`src/rtl/dac_val_ctrl_pkg.sv`:
```
// Shared constants and frame-FSM state encoding for the DAC code controller.
package dac_pkg;
    localparam int         FRAME_W   = 16;
    localparam logic [1:0] PD_NORMAL = 2'b00;
    localparam logic [7:0] DAC_MAX   = 8'hFF;

    typedef enum logic [2:0] {
        IDLE    = 3'd0,
        LOAD    = 3'd1,
        SHIFT_H = 3'd2,
        SHIFT_L = 3'd3,
        GAP     = 3'd4
    } frame_state_e;
endpackage

```
`src/rtl/dac_val_ctrl_if.sv`:
```
// 3-wire serial link to the AD5300-style DAC.
interface dac_val_ctrl_if;
    logic dac_sync_n;
    logic dac_sclk;
    logic dac_din;

    modport master (output dac_sync_n, output dac_sclk, output dac_din);
    modport slave  (input  dac_sync_n, input  dac_sclk, input  dac_din);
endinterface

```
`src/rtl/dac_val_ctrl_debounce.sv`:
```
// Button conditioner: 2-FF synchroniser, stability counter, rising-edge press pulse.
module btn_debounce #(
    parameter int DEB_CNT = 20000
) (
    input  logic clk,
    input  logic rst,
    input  logic btn_raw,
    output logic press
);
    localparam int CW = $clog2(DEB_CNT + 1);

    logic [1:0]    sync_q;
    logic          level_q, level_d;
    logic          level_prev_q;
    logic [CW-1:0] cnt_q, cnt_d;

    // Counter only runs while the synchronised input disagrees with the level.
    always_comb begin
        level_d = level_q;
        cnt_d   = '0;
        if (sync_q[1] != level_q) begin
            if (cnt_q == CW'(DEB_CNT - 1))
                level_d = ~level_q;
            else
                cnt_d = cnt_q + 1'b1;
        end
    end

    always_ff @(posedge clk or negedge rst) begin
        if (!rst) begin
            sync_q       <= 2'b00;
            level_q      <= 1'b0;
            level_prev_q <= 1'b0;
            cnt_q        <= '0;
        end else begin
            sync_q       <= {sync_q[0], btn_raw};
            level_q      <= level_d;
            level_prev_q <= level_q;
            cnt_q        <= cnt_d;
        end
    end

    assign press = level_q & ~level_prev_q;
endmodule

```
`src/rtl/dac_val_ctrl.sv`:
```
// Saturating 8-bit DAC code stepped by debounced buttons; each change is sent as a 16-bit SPI frame.
//
// state   | meaning
// IDLE    | no frame; waits for pending change
// LOAD    | frame word captured, SYNC low, first SCLK-high cycle
// SHIFT_H | SCLK high, current bit on DIN
// SHIFT_L | SCLK low, DAC has sampled on the falling edge
// GAP     | SYNC high spacing before the next frame
module dac_val_ctrl
    import dac_pkg::*;
#(
    parameter int DEB_CNT  = 20000,
    parameter int STEP     = 1,
    parameter int SCLK_DIV = 25
) (
    input  logic                  clk,
    input  logic                  rst,
    input  logic                  btn_up,
    input  logic                  btn_down,
    output logic [7:0]            dac_val,
    output logic                  busy,
    dac_val_ctrl_if.master        spi
);
    localparam int            TW     = $clog2(SCLK_DIV + 1);
    localparam logic [TW-1:0] DIV_M1 = TW'(SCLK_DIV - 1);
    localparam logic [TW-1:0] DIV_M2 = TW'((SCLK_DIV > 1) ? SCLK_DIV - 2 : 0);

    logic press_up, press_dn;

    btn_debounce #(.DEB_CNT(DEB_CNT)) u_deb_up (
        .clk(clk), .rst(rst), .btn_raw(btn_up), .press(press_up)
    );
    btn_debounce #(.DEB_CNT(DEB_CNT)) u_deb_dn (
        .clk(clk), .rst(rst), .btn_raw(btn_down), .press(press_dn)
    );

    logic [7:0]         dac_val_q, dac_val_d;
    logic [8:0]         sum9, diff9;
    logic               pending_q, pending_d;
    frame_state_e       state_q, state_d;
    logic [TW-1:0]      tmr_q, tmr_d;
    logic [3:0]         bit_q, bit_d;
    logic [FRAME_W-1:0] shift_q, shift_d;
    logic               sync_n_q, sync_n_d;
    logic               sclk_q, sclk_d;
    logic               din_q, din_d;
    logic               busy_q, busy_d;
    logic               frame_on;

    assign sum9  = {1'b0, dac_val_q} + 9'(STEP);
    assign diff9 = {1'b0, dac_val_q} - 9'(STEP);

    always_comb begin
        dac_val_d = dac_val_q;
        if (press_up && !press_dn)
            dac_val_d = sum9[8] ? DAC_MAX : sum9[7:0];
        else if (press_dn && !press_up)
            dac_val_d = diff9[8] ? 8'h00 : diff9[7:0];
    end

    always_comb begin
        state_d   = state_q;
        tmr_d     = tmr_q;
        bit_d     = bit_q;
        shift_d   = shift_q;
        pending_d = pending_q;
        case (state_q)
            IDLE: begin
                if (pending_q) begin
                    state_d   = LOAD;
                    pending_d = 1'b0;
                    bit_d     = 4'd15;
                    shift_d   = {2'b00, PD_NORMAL, dac_val_q, 4'b0000};
                end
            end
            LOAD: begin
                // LOAD is already the first SCLK-high cycle of bit 15.
                if (SCLK_DIV == 1) begin
                    state_d = SHIFT_L;
                    tmr_d   = DIV_M1;
                end else begin
                    state_d = SHIFT_H;
                    tmr_d   = DIV_M2;
                end
            end
            SHIFT_H: begin
                if (tmr_q == '0) begin
                    state_d = SHIFT_L;
                    tmr_d   = DIV_M1;
                end else begin
                    tmr_d = tmr_q - 1'b1;
                end
            end
            SHIFT_L: begin
                if (tmr_q == '0) begin
                    tmr_d = DIV_M1;
                    if (bit_q != 4'd0) begin
                        bit_d   = bit_q - 1'b1;
                        shift_d = {shift_q[FRAME_W-2:0], 1'b0};
                        state_d = SHIFT_H;
                    end else begin
                        state_d = GAP;
                    end
                end else begin
                    tmr_d = tmr_q - 1'b1;
                end
            end
            GAP: begin
                if (tmr_q == '0)
                    state_d = IDLE;
                else
                    tmr_d = tmr_q - 1'b1;
            end
            default: state_d = IDLE;
        endcase
        // A change arriving while a frame is being loaded still needs its own frame.
        if (dac_val_d != dac_val_q)
            pending_d = 1'b1;
    end

    // Line outputs are registered from the next state so they never glitch.
    always_comb begin
        frame_on = (state_d == LOAD) || (state_d == SHIFT_H) || (state_d == SHIFT_L);
        sync_n_d = ~frame_on;
        sclk_d   = (state_d != SHIFT_L);
        din_d    = frame_on ? shift_d[FRAME_W-1] : 1'b0;
        busy_d   = (state_d != IDLE);
    end

    always_ff @(posedge clk or negedge rst) begin
        if (!rst) begin
            dac_val_q <= 8'h00;
            pending_q <= 1'b1;
            state_q   <= IDLE;
            tmr_q     <= '0;
            bit_q     <= 4'd0;
            shift_q   <= '0;
            sync_n_q  <= 1'b1;
            sclk_q    <= 1'b1;
            din_q     <= 1'b0;
            busy_q    <= 1'b0;
        end else begin
            dac_val_q <= dac_val_d;
            pending_q <= pending_d;
            state_q   <= state_d;
            tmr_q     <= tmr_d;
            bit_q     <= bit_d;
            shift_q   <= shift_d;
            sync_n_q  <= sync_n_d;
            sclk_q    <= sclk_d;
            din_q     <= din_d;
            busy_q    <= busy_d;
        end
    end

    assign dac_val        = dac_val_q;
    assign busy           = busy_q;
    assign spi.dac_sync_n = sync_n_q;
    assign spi.dac_sclk   = sclk_q;
    assign spi.dac_din    = din_q;
endmodule
```
`src/flat_wrapper.sv`:
```
// flat-port wrapper written by rule: the top's interface ports become plain ports
module dac_val_ctrl_flat import dac_pkg::*;
#(
    parameter int DEB_CNT  = 20000,
    parameter int STEP     = 1,
    parameter int SCLK_DIV = 25
)
  (clk, rst, btn_up, btn_down, dac_val, busy, spi_dac_sync_n, spi_dac_sclk, spi_dac_din);
  dac_val_ctrl_if spi_i ();
  input  logic clk;
  input  logic rst;
  input  logic btn_up;
  input  logic btn_down;
  output logic [7:0] dac_val;
  output logic busy;
  output wire logic [$bits(spi_i.dac_sync_n)-1:0] spi_dac_sync_n;
  output wire logic [$bits(spi_i.dac_sclk)-1:0] spi_dac_sclk;
  output wire logic [$bits(spi_i.dac_din)-1:0] spi_dac_din;
  assign spi_dac_sync_n = spi_i.dac_sync_n;
  assign spi_dac_sclk = spi_i.dac_sclk;
  assign spi_dac_din = spi_i.dac_din;
  dac_val_ctrl #(.DEB_CNT(DEB_CNT), .STEP(STEP), .SCLK_DIV(SCLK_DIV)) u_core (.clk(clk), .rst(rst), .btn_up(btn_up), .btn_down(btn_down), .dac_val(dac_val), .busy(busy), .spi(spi_i));
endmodule
```
`config.mk`:
```
export PLATFORM = sky130hd
export DESIGN_NAME = dac_val_ctrl_flat
export DESIGN_NICKNAME = d
export VERILOG_FILES = /design/src/rtl/dac_val_ctrl_pkg.sv /design/src/rtl/dac_val_ctrl_if.sv /design/src/rtl/dac_val_ctrl_debounce.sv /design/src/rtl/dac_val_ctrl.sv /design/src/flat_wrapper.sv
export SDC_FILE = /design/constraint.sdc
export NUM_CORES = 1
export LEC_CHECK = 0
export ABC_AREA = 0
export CORE_UTILIZATION = 65
export DETAILED_ROUTE_END_ITERATION = 8
export HOLD_SLACK_MARGIN = 0.12
export PLACE_DENSITY = 0.87
export RECOVER_POWER = 25
export SLEW_MARGIN = 20
export SYNTH_ARGS = -nofsm -noshare
export SYNTH_HDL_FRONTEND = slang
export SYNTH_SLANG_ARGS = --single-unit
```
`constraint.sdc`:
```
create_clock -name clk -period 6 [get_ports clk]
set_input_delay 0.6 -clock clk [delete_from_list [all_inputs] [get_ports clk]]
set_output_delay 0.6 -clock clk [all_outputs]
set_load 0.03 [all_outputs]
```
* Word level (Yosys, flattened, before mapping)
Index checks and enable logic that the tools add are counted.
Storage, ports and cells: register bits 79, word-level logic and storage cells 95, output and inout bits 12
Cells by class: bitwise operators 7, muxes and demuxes 28, add/subtract/negate cells 6, equality and inequality tests 17, reduce and logical (&&, ||, !) cells 18
Operator list (count):
- 2-to-1 mux 15 bit | 4
- 2-to-1 mux 16 bit | 3
- 2-to-1 mux 8 bit | 4
- case mux 16 bit (2 select lines) | 1
- adder 15 x 1 -> 15 bit (second input constant) | 2
- == test 15 bit (second input constant) | 2
- 2-to-1 mux 3 bit | 5
- case mux 3 bit (5 select lines) | 1
- case mux 5 bit (3 select lines) | 1
- == test 3 x 2 -> 1 bit (second input constant) | 4
- 2-to-1 mux 4 bit | 3
- 2-to-1 mux 5 bit | 2
- adder 8 x 1 -> 9 bit (second input constant) | 1
- subtractor 8 x 1 -> 9 bit (second input constant) | 1
- != test 8 bit | 1
- case mux 4 bit (2 select lines) | 1
- == test 3 x 1 -> 1 bit (second input constant) | 2
- != test 2 x 1 -> 1 bit (second input constant) | 3
- AND reduction 2 bit | 3
- nonzero test 3 bit | 2
- zero test 5 bit | 1
- inverter 1 bit | 5
- subtractor 5 x 1 -> 5 bit (second input constant) | 1
- AND reduction 4 bit | 1
- other kinds (14) | 22

* Longest topological paths before layout
Gate-level depths: netlist (run 1).
depth after elaboration 8, mapped depth 8, gate-level depth less buffers 7

* Hierarchy
From an unflattened synthesis (run 1), not the netlist that was laid out.
Second synthesis, totals: cells, all modules 394, area total of the unflattened synthesis 3997.6 um2
By module, submodules not included:
- dac_val_ctrl | cells each 228, area an instance 2260.9 um2, times used 1, sequential area each 1004.7 um2
- btn_debounce | cells each 83, area an instance 868.3 um2, times used 2, sequential area each 475.5 um2

* Worst setup path after synthesis (run 1)
Ideal clock, no wire load.
path type flip-flop to flip-flop, start point register u_core.tmr_q[0], end point register u_core.bit_q[2], setup time 0.129 ns, slack 3.810 ns, clock period less this slack 2.190 ns, arrival time 2.062 ns, data required time 5.871 ns, stages on the path, launching flop included 9, path through dfrtp_1 > inv_1 > ha_1 > or4b_4 > buf_6 > nor4b_4 > nand2_1 > xor2_1 > nand2_1
Between the ends: cells in the longest elaborated chain, start to end 3
Ends and longest elaborated chain:
- from (decl) | RTL line dac_val_ctrl.sv:41 | logic [TW-1:0] tmr_q, tmr_d;
- from (signal assigned) | RTL line dac_val_ctrl.sv:146 | tmr_q <= tmr_d;
- zero test 5 bit | RTL line dac_val_ctrl.sv:95 | if (tmr_q == '0) begin
- != test 2 x 1 -> 1 bit (no source line)
- AND reduction 4 bit (no source line)
- to (signal assigned) | RTL line dac_val_ctrl.sv:147 | bit_q <= bit_d;
- to (decl) | RTL line dac_val_ctrl.sv:42 | logic [3:0] bit_q, bit_d;
Every way passes these cells. A chain may end at the register's enable or synchronous reset.

* Worst setup path after layout (run 1)
Ends and elaborated chain as after synthesis.

==> results of run 1 <==
## cells by family after synthesis
logic type      count (synthesis)
simple gates                  191
flops                          78
compound gates                 64
buf+inv                        31
xor+xnor                       30
fa+ha+maj                       8
mux                             4
## layout make-up
class | instances | area [um2] | share of cell area, %
Multi-Input combinational cell | 297 | 1760 | 41.7
Tap cell | 72 | 90.1 | 2.14
Sequential cell | 78 | 1960 | 46.4
Clock inverter | 6 | 62.6 | 1.49
Inverter | 15 | 56.3 | 1.34
Timing Repair Buffer | 17 | 163 | 3.86
Clock buffer | 10 | 128 | 3.03
## cell usage after synthesis, types with 4 or more instances
master | n | area share, %
dfrtp_1 | 75 | 49
nor2_1 | 52 | 5.1
nand2_1 | 51 | 5.0
nor3_1 | 19 | 2.5
xor2_1 | 18 | 4.1
nand3_1 | 16 | 2.1
inv_1 | 15 | 1.5
o21ai_0 | 15 | 1.9
a21oi_1 | 13 | 1.7
clkbuf_1 | 12 | 1.2
nand4_1 | 12 | 1.9
xnor2_1 | 12 | 2.7
and3_1 | 9 | 1.5
a22oi_1 | 8 | 1.6
ha_1 | 7 | 2.3
nor2b_1 | 6 | 0.97
a211oi_1 | 5 | 0.97
nor4b_1 | 5 | 1.1
buf_6 | 4 | 1.2
nand2b_1 | 4 | 0.65
o22ai_1 | 4 | 0.65
## power by group through the flow
stage	clock, mW	sequential (mW)	combinational (mW)
3_3_place_gp	0	0.544	0.0217
5_1_grt	0.410	0.535	0.0253
4_1_cts	0.386	0.534	0.0223
6_report	0.380	0.534	0.0210
3_5_place_dp	0	0.544	0.0220
2_1_floorplan	0	0.543	0.00868
## how the worst max path moves through the flow
stage | from | to | slack, ns
after CTS | u_core.tmr_q[0] | u_core.bit_q[2] | 3.71
after global routing | u_core.tmr_q[0] | u_core.bit_q[2] | 3.56
final | u_core.tmr_q[0] | u_core.bit_q[2] | 3.69
after detailed placement | u_core.tmr_q[0] | u_core.bit_q[2] | 3.74
after floorplan | u_core.tmr_q[0] | u_core.bit_q[2] | 3.81
after global placement | u_core.tmr_q[0] | u_core.shift_q[1] | 3.82
## through the flow
step           util [%]  worst slack [ns]  hold WS (ns)  cell area (um2)  instances
2_1_floorplan         -              3.81         0.304             3860        406
3_3_place_gp       71.7              3.82         0.332             4020        479
3_5_place_dp       71.7              3.74         0.337             4020        479
4_1_cts            75.1              3.71         0.357             4210        495
5_1_grt            75.1              3.56         0.359             4210        495
6_report           75.1              3.69         0.354             4210        495
## flip-flops by register name, summed over array words and instances, names as in the netlist, 2 cells and up
| register | cells |
|---|---|
| u_core.u_deb_dn.sync_q | 2 |
| u_core.state_q | 3 |
| u_core.tmr_q | 5 |
| u_core.u_deb_dn.cnt_q | 15 |
| u_core.u_deb_up.cnt_q | 15 |
| u_core.dac_val | 8 |
| u_core.u_deb_up.sync_q | 2 |
| u_core.shift_q | 15 |
| u_core.bit_q | 4 |
## layer usage
layer	routed length [um]	global-route usage (%)
met2	3680	42.8
met4	114	11.3
met1	3340	35.8
met3	431	8.39
met5	0	0
==> flow_metrics.py, run 1 <==
metrics = {
    "run_status": {
        "status": "finished, final reports clean",
    },
    "yosys": {
        "synth.area.mux_share_pct": 1.10,
        "netlist_instances": 406,
        "synth-edff-count": 0,
        "async_flop_share_pct": 100,
        "synth_compound_area_share_pct": 10.8,
        "synth-xor-area-share_pct": 6.81,
        "synth_cell_types": 51,
        "syn_nets": 417,
        "avgSynthCellArea_um2": 9.51,
        "synth_ff_type": "dfrtp_1",
        "yosys.area_share.simple_pct": 24.3,
        "ys_ff_latch": 78,
        "yosys.area_share.adder_pct": 2.53,
        "netlist_area_um2": 3860,
        "synth_top_family_by_area": "simple AND/OR/NAND/NOR gates",
        "seq_area_frac_synth_pct": 50.7,
        "synth.yosys.warnings": 0,
    },
    "min_path": {
        "min_path_cells": 0,
        "min_path_type": "flop to flop",
        "min_from": "u_core.u_deb_up.sync_q[0]",
        "holdPathEnd": "u_core.u_deb_up.sync_q[1]",
    },
    "finish": {
        "areaGrowthSynthToFinish_pct": 9.14,
        "drive_gt1_share_pct": 6.86,
        "fin_nets": 429,
        "nFillCells": 409,
        "diodes": 0,
        "final_common_cell": "dfrtp_1",
        "layout_common_cells": "75 x dfrtp_1, 52 x nor2_1, 51 x nand2_1",
    },
    "timing": {
        "tightestPinTransition_ns": 0.934,
        "min_period_ns": 2.31,
        "setup_viol": 0,
        "finClkSkew_ns": 0.00460,
        "relSlewSlack_pct": 37.7,
        "finalHoldViolations": 0,
        "final.period_utilization_pct": 38.4,
        "rsz0062_at_grt": "false",
        "fin_tns_setup_ns": 0,
        "fmax_mhz": 434,
        "drv_slew": 0,
    },
    "setup_path": {
        "cp.depth": 8,
        "cp_slowest_cell": "or4b_4",
        "critPathRequiredTime_ns": 6.23,
        "crit_chain": "inv_1 > ha_1 > or4b_4 > nor4b_4 > buf_4 > nand2_1 > xor2_1 > nand2_1",
        "worstRegToRegCells": 8,
        "critPathKind": "flop to flop",
        "crit_family": "simple AND/OR/NAND/NOR gates",
        "rrSetupSlack_ns": 3.69,
        "worstReg2RegEnd": "u_core.bit_q[2]",
        "critPathArrivalTime_ns": 2.54,
        "slowest_delay_ns": 0.54,
        "crit_top_cell": "nand2_1",
        "critPathBufInv": 2,
        "r2r-start": "u_core.tmr_q[0]",
        "crit_path_start_kind": "flop",
        "worstSetupEndpointType": "flop",
        "cp_max_fo": 28,
    },
    "detailed_routing": {
        "drt_iter0_markers": 179,
        "wl_per_cell_um": 15.3,
        "drt-vias-per-instance": 6.16,
        "drcViolationCount": 0,
        "num_vias": 3051,
        "ant_nets": 0,
        "wirelength_um": 7570,
        "first_pass_iters": 4,
    },
    "power": {
        "p_switching_mw": 0.209,
        "p_per_area_nw_per_um2": 222,
        "vdd_ir_drop_max_uv": 196,
        "power_leakage_nw": 1.83,
        "clock_power_share_pct": 40.6,
        "fin_total_pwr_mw": 0.935,
        "power_frac_seq_pct": 57.1,
        "switching_share_pct": 22.4,
        "p_comb_share_pct": 2.3,
        "p_int_mw": 0.726,
    },
    "cts": {
        "cts_hold_buf": 0,
        "path_clk_slew_ns": 0.08,
        "cts_tree": "yes",
        "cts_buffers": 9,
        "clkLatencyLatePin_ns": 0.35,
        "cts-htree-levels": 3,
        "postCtsSetupBuffers": 0,
        "clkSinkCount": 78,
        "clock-root-buffer": "clkbuf_8",
        "cts_resized": 0,
        "clockBufferDepth": 2,
    },
    "grt": {
        "grt_pass1_wl_um": 13200,
        "grt-ovfl-total": 0,
        "track_usage_pct": 27.5,
        "grt_max_degree": 79,
        "antenna_found_initial": 0,
        "grt_pass1_vias": 2892,
    },
    "die": {
        "die_area_um2": 6250,
        "start_util_pct": 68.8,
        "die_y_um": 79.1,
        "core-area_um2": 5610,
        "ios": 16,
        "rows": 27,
        "die_w_um": 79.1,
    },
    "place": {
        "io_buffers": 15,
        "place_congestion": 0.886,
        "dp_hpwl_um": 4810,
    },
    "flow_run": {
        "maxCapViolations": 0,
    },
}
Note: power is estimated with default switching activity, not from simulation.
==> run 2: changes to the inputs <==
--- a/config.mk
+++ b/config.mk
@@ -6,10 +6,10 @@
 export NUM_CORES = 1
 export LEC_CHECK = 0
 export ABC_AREA = 0
-export CORE_UTILIZATION = 65
+export CORE_UTILIZATION = 60
 export DETAILED_ROUTE_END_ITERATION = 8
 export HOLD_SLACK_MARGIN = 0.12
-export PLACE_DENSITY = 0.87
+export PLACE_DENSITY = 0.81
 export RECOVER_POWER = 25
 export SLEW_MARGIN = 20
 export SYNTH_ARGS = -nofsm -noshare
==> constraint.sdc (replaced) <==
create_clock -name clk -period 2.35 [get_ports clk]
set_input_delay 0.235 -clock clk [delete_from_list [all_inputs] [get_ports clk]]
set_output_delay 0.235 -clock clk [all_outputs]
set_load 0.03 [all_outputs]
==> flow_metrics.py, run 2 (synthesized netlist as in run 1, its figures left out) <==
metrics = {
    "grt": {
        "track_usage_pct": 25.3,
        "antenna_found_initial": 0,
        "grt_max_degree": 79,
        "grt_pass1_wl_um": 12700,
        "grt-ovfl-total": 0,
        "grt_pass1_vias": 2878,
    },
    "detailed_routing": {
        "wirelength_um": 7680,
        "num_vias": 3004,
        "wl_per_cell_um": 15.1,
        "drcViolationCount": 0,
        "first_pass_iters": 5,
        "drt_iter0_markers": 155,
        "drt-vias-per-instance": 5.90,
        "ant_nets": 0,
    },
    "cts": {
        "cts_tree": "yes",
        "cts_buffers": 9,
        "clkSinkCount": 78,
        "clock-root-buffer": "clkbuf_8",
        "cts-htree-levels": 3,
        "clockBufferDepth": 2,
        "clkLatencyLatePin_ns": 0.35,
        "path_clk_slew_ns": 0.07,
    },
    "power": {
        "vdd_ir_drop_max_uv": 406,
        "power_leakage_nw": 1.91,
        "switching_share_pct": 20.4,
        "p_per_area_nw_per_um2": 575,
        "p_comb_share_pct": 2.2,
        "power_frac_seq_pct": 54.4,
        "clock_power_share_pct": 43.4,
        "p_int_mw": 1.99,
        "p_switching_mw": 0.512,
    },
    "die": {
        "die_area_um2": 6760,
        "rows": 28,
        "core-area_um2": 6060,
        "ios": 16,
        "die_w_um": 82.2,
        "start_util_pct": 63.7,
        "die_y_um": 82.2,
    },
    "finish": {
        "reg_top3": "u_core.shift_q: 15 flops, u_core.u_deb_dn.cnt_q: 15 flops, u_core.u_deb_up.cnt_q: 15 flops",
        "diodes": 0,
        "areaGrowthSynthToFinish_pct": 12.9,
        "drive_gt1_share_pct": 9.22,
        "final_common_cell": "dfrtp_1",
        "finalInstanceArea_um2": 4360,
        "fin_nets": 440,
        "layout_common_cells": "75 x dfrtp_1, 52 x nor2_1, 51 x nand2_1",
    },
    "setup_path": {
        "cp_max_fo": 14,
        "crit_family": "simple AND/OR/NAND/NOR gates",
        "crit_chain": "inv_2 > ha_2 > or4b_4 > nor4b_4 > buf_12 > nand2_1 > xor2_1 > nand2_1",
        "critPathBufInv": 2,
        "cp_slowest_cell": "or4b_4",
        "crit_path_start_kind": "flop",
        "critPathArrivalTime_ns": 2.46,
        "critPathKind": "flop to flop",
        "worstSetupEndpointType": "flop",
        "critPathRequiredTime_ns": 2.57,
        "slowest_delay_ns": 0.53,
        "crit_top_cell": "nand2_1",
    },
    "place": {
        "io_buffers": 15,
        "dp_hpwl_um": 5120,
        "place_congestion": 0.888,
        "placed_cell_area_um2": 4100,
    },
    "timing": {
        "finalHoldViolations": 0,
        "min_period_ns": 2.24,
        "fin_tns_setup_ns": 0,
        "drv_slew": 0,
        "finClkSkew_ns": 0.00757,
        "rsz0062_at_grt": "false",
        "final.period_utilization_pct": 95.2,
        "fmax_mhz": 447,
        "setup_viol": 0,
        "relSlewSlack_pct": 32.8,
        "tightestPinTransition_ns": 1.01,
    },
    "flow_run": {
        "maxCapViolations": 0,
    },
    "run_status": {
        "status": "finished, final reports clean",
    },
    "min_path": {
        "min_path_type": "flop to flop",
    },
}
==> run 2: final timing paths <==
check | startpoint | endpoint | slack (ns) | depth (start not counted)
worst max register to register | u_core.tmr_q[0] | u_core.bit_q[2] | 0.11 | 8
max in group asynchronous | rst | u_core.shift_q[10] | 0.98 | 3
worst max-delay path | u_core.tmr_q[0] | u_core.bit_q[2] | 0.11 | 8
worst min register to register | u_core.u_deb_dn.sync_q[0] | u_core.u_deb_dn.sync_q[1] | 0.35 | 0
worst min-delay path | u_core.u_deb_dn.sync_q[0] | u_core.u_deb_dn.sync_q[1] | 0.35 | 0
min in group asynchronous | rst | u_core.u_deb_up.cnt_q[2] | 0.73 | 3
==> run 2: metal layers <==
metal	wire length, um	up-vias	GRT usage, %
met2	3870	60	42.8
li1	-	1456	-
met3	286	11	6.26
met5	0	-	0
met4	84	0	8.07
met1	3450	1477	32.0
==> run 2: cell type report <==
type / count / area, um2
inverters: 15 / 56.3
clock inverters: 4 / 70.1
flip-flops and latches: 78 / 1960
repair buffers: 28 / 278
clock buffers: 12 / 145
well taps: 75 / 93.8
fillers: 465 / 1700
multi-input cells: 297 / 1760
==> run 2: repair_timing <==
| action | in CTS | in global routing |
|---|---|---|
| endpoints found under the setup margin | 0 | 1 |
| resized for setup | 0 | 2 |
| hold buffers | 1 | 0 |
| hold endpoints to repair | 75 | 0 |
| buffers inserted | 0 | 2 |
==> run 2: power by group through the flow <==
stage          combinational, mW  clock, mW  sequential (mW)
2_1_floorplan             0.0222          0             1.39
3_3_place_gp              0.0602          0             1.39
3_5_place_dp              0.0608          0             1.39
4_1_cts                   0.0625       1.11             1.36
5_1_grt                   0.0678       1.16             1.36
6_report                  0.0559       1.09             1.36
==> run 2: stage by stage <==
step,util [%],hold WS [ns],worst slack [ns],power [mW],cells
6_report,71.9,0.350,0.114,2.51,509
5_1_grt,71.9,0.357,0.0193,2.60,509
4_1_cts,71.4,0.314,0.101,2.53,506
3_5_place_dp,67.7,0.288,0.104,1.45,489
3_3_place_gp,67.7,0.287,0.228,1.45,489
2_1_floorplan,-,-0.0606,0.160,1.41,406
==> run 3: changes to the inputs <==
--- a/config.mk
+++ b/config.mk
@@ -9,7 +9,7 @@
 export CORE_UTILIZATION = 60
 export DETAILED_ROUTE_END_ITERATION = 8
 export HOLD_SLACK_MARGIN = 0.12
-export PLACE_DENSITY = 0.81
+export PLACE_DENSITY = 0.89
 export RECOVER_POWER = 25
 export SLEW_MARGIN = 20
 export SYNTH_ARGS = -nofsm -noshare
==> flow_metrics.py, run 3 (synthesized netlist as in run 1, its figures left out) <==
metrics = {
    "run_status": {
        "status": "finished, final reports clean",
    },
    "die": {
        "start_util_pct": 63.7,
        "die_w_um": 82.2,
        "rows": 28,
        "core-area_um2": 6060,
        "die_y_um": 82.2,
        "die_area_um2": 6760,
        "ios": 16,
    },
    "place": {
        "placed_cells": 485,
        "io_buffers": 15,
        "dp_hpwl_um": 5270,
        "place_congestion": 0.894,
        "post-place-ws_ns": 0.147,
        "placed_cell_area_um2": 4070,
    },
    "setup_path": {
        "slowest_delay_ns": 0.51,
        "cp_max_fo": 14,
        "r2r-start": "u_core.tmr_q[1]",
        "critPathRequiredTime_ns": 2.59,
        "cp_slowest_cell": "or4b_4",
        "crit_path_start_kind": "flop",
        "rrSetupSlack_ns": 0.1,
        "critPathKind": "flop to flop",
        "worstReg2RegEnd": "u_core.shift_q[1]",
        "worstSetupEndpointType": "flop",
        "crit_chain": "inv_1 > ha_2 > or4b_4 > nor4b_4 > buf_12 > nor2_2 > and2_1",
        "critPathArrivalTime_ns": 2.49,
        "worstRegToRegCells": 7,
    },
    "finish": {
        "drive_gt1_share_pct": 8.10,
        "fin_nets": 438,
        "layout_common_cells": "75 x dfrtp_1, 52 x nor2_1, 51 x nand2_1",
        "final_cells": 507,
        "diodes": 0,
        "finalInstanceArea_um2": 4330,
        "final_common_cell": "dfrtp_1",
        "reg_top3": "u_core.shift_q: 15 flops, u_core.u_deb_dn.cnt_q: 15 flops, u_core.u_deb_up.cnt_q: 15 flops",
        "areaGrowthSynthToFinish_pct": 12.1,
    },
    "detailed_routing": {
        "ant_nets": 0,
        "wl_per_cell_um": 15.9,
        "num_vias": 3149,
        "wirelength_um": 8080,
        "drt-vias-per-instance": 6.21,
        "dr_wl_met3_um": 610,
        "wl_met2_um": 3880,
        "top_layer": "met4",
        "drcViolationCount": 0,
        "first_pass_iters": 5,
        "met1Wirelength_um": 3440,
        "drt_iter0_markers": 245,
    },
    "grt": {
        "grt_max_degree": 42,
        "grt-ovfl-total": 0,
        "grt_pass1_vias": 2853,
        "antenna_found_initial": 0,
        "track_usage_pct": 25.9,
        "grt_pass1_wl_um": 13100,
    },
    "power": {
        "power_frac_seq_pct": 56.7,
        "p_per_area_nw_per_um2": 556,
        "switching_share_pct": 21.2,
        "p_comb_share_pct": 2.4,
        "power_leakage_nw": 1.89,
        "p_switching_mw": 0.510,
        "vdd_ir_drop_max_uv": 393,
        "p_int_mw": 1.89,
        "clock_power_share_pct": 40.9,
    },
    "cts": {
        "clock-root-buffer": "clkbuf_8",
        "clkLatencyLatePin_ns": 0.35,
        "cts_tree": "yes",
        "cts-htree-levels": 3,
        "clockBufferDepth": 2,
        "cts_buffers": 9,
        "path_clk_slew_ns": 0.08,
        "clkSinkCount": 78,
    },
    "timing": {
        "worst_slack_ns": 0.0968,
        "relSlewSlack_pct": 37.7,
        "finClkSkew_ns": 0.00915,
        "final.period_utilization_pct": 95.9,
        "tightestPinTransition_ns": 0.934,
        "finalHoldViolations": 0,
        "min_period_ns": 2.25,
        "fmax_mhz": 444,
        "drv_slew": 0,
        "setup_viol": 0,
    },
    "min_path": {
        "min_path_cells": 0,
        "min_from": "u_core.u_deb_up.sync_q[0]",
        "min_path_type": "flop to flop",
        "holdPathEnd": "u_core.u_deb_up.sync_q[1]",
    },
    "flow_run": {
        "maxCapViolations": 0,
    },
}
==> run 3: changes by cell type in the layout (fill, tap and decap cells not counted) <==
cell,previous run,this run
clkbuf_4,2,0
buf_12,1,2
clkbuf_2,0,1
bufinv_16,2,1
buf_4,9,7
clkbuf_1,2,5
clkinv_2,2,0
==> run 3: how the worst max path moves through the flow <==
stage                    start                 to  slack (ns)
2_1_floorplan  u_core.tmr_q[0]    u_core.bit_q[2]        0.16
3_3_place_gp   u_core.tmr_q[0]    u_core.bit_q[2]        0.24
3_5_place_dp   u_core.tmr_q[0]    u_core.bit_q[2]        0.15
4_1_cts        u_core.tmr_q[0]  u_core.shift_q[1]        0.13
5_1_grt        u_core.tmr_q[1]    u_core.bit_q[2]      -0.002
6_report       u_core.tmr_q[1]  u_core.shift_q[1]         0.1
==> run 3: per-layer routing <==
layer,GRT usage (%),vias to the layer above
met5,0,-
met3,5.49,27
met4,9.65,0
met1,34.5,1509
met2,41.8,153
li1,-,1460
==> run 3: metrics by stage <==
stage | util, % | setup TNS (ns) | hold slack, ns | power [mW]
floorplan | - | 0 | -0.0606 | 1.41
global placement | 67.2 | 0 | 0.224 | 1.45
detailed placement | 67.2 | 0 | 0.229 | 1.45
CTS | 70.5 | 0 | 0.320 | 2.41
global route | 71.4 | -0.00247 | 0.373 | 2.48
finish | 71.4 | 0 | 0.357 | 2.40
==> run 3: power by group through the flow <==
stage | logic [mW] | clock network (mW) | registers, mW
after floorplan | 0.0222 | 0 | 1.39
after global placement | 0.0596 | 0 | 1.39
after detailed placement | 0.0610 | 0 | 1.39
after CTS | 0.0627 | 0.988 | 1.36
after global routing | 0.0685 | 1.05 | 1.36
final | 0.0586 | 0.982 | 1.36
==> run 3: layout make-up <==
cell class | count | area, um2
multi-input combinational | 297 | 1760
fill | 417 | 1740
clock buffer | 15 | 156
tap | 75 | 93.8
clock inverter | 1 | 30.0
timing repair buffer | 26 | 273
sequential | 78 | 1960
inverter | 15 | 56.3
==> run 3: critical path: cells and delay by family (launching register included) <==
| kind | cells | cell delay [ns] |
|---|---|---|
| adder cells (fa/ha/maj) | 1 | 0.20 |
| buffers and inverters | 2 | 0.31 |
| flip-flops | 1 | 0.43 |
| AND/OR/NAND/NOR | 4 | 1.19 |
==> run 3: timing repair <==
action                                  4_1_cts  5_1_grt
hold endpoints to repair                     36        0
resized for setup                             0        2
hold buffers                                  1        0
endpoints found under the setup margin        0        5
setup buffers                                 0        4
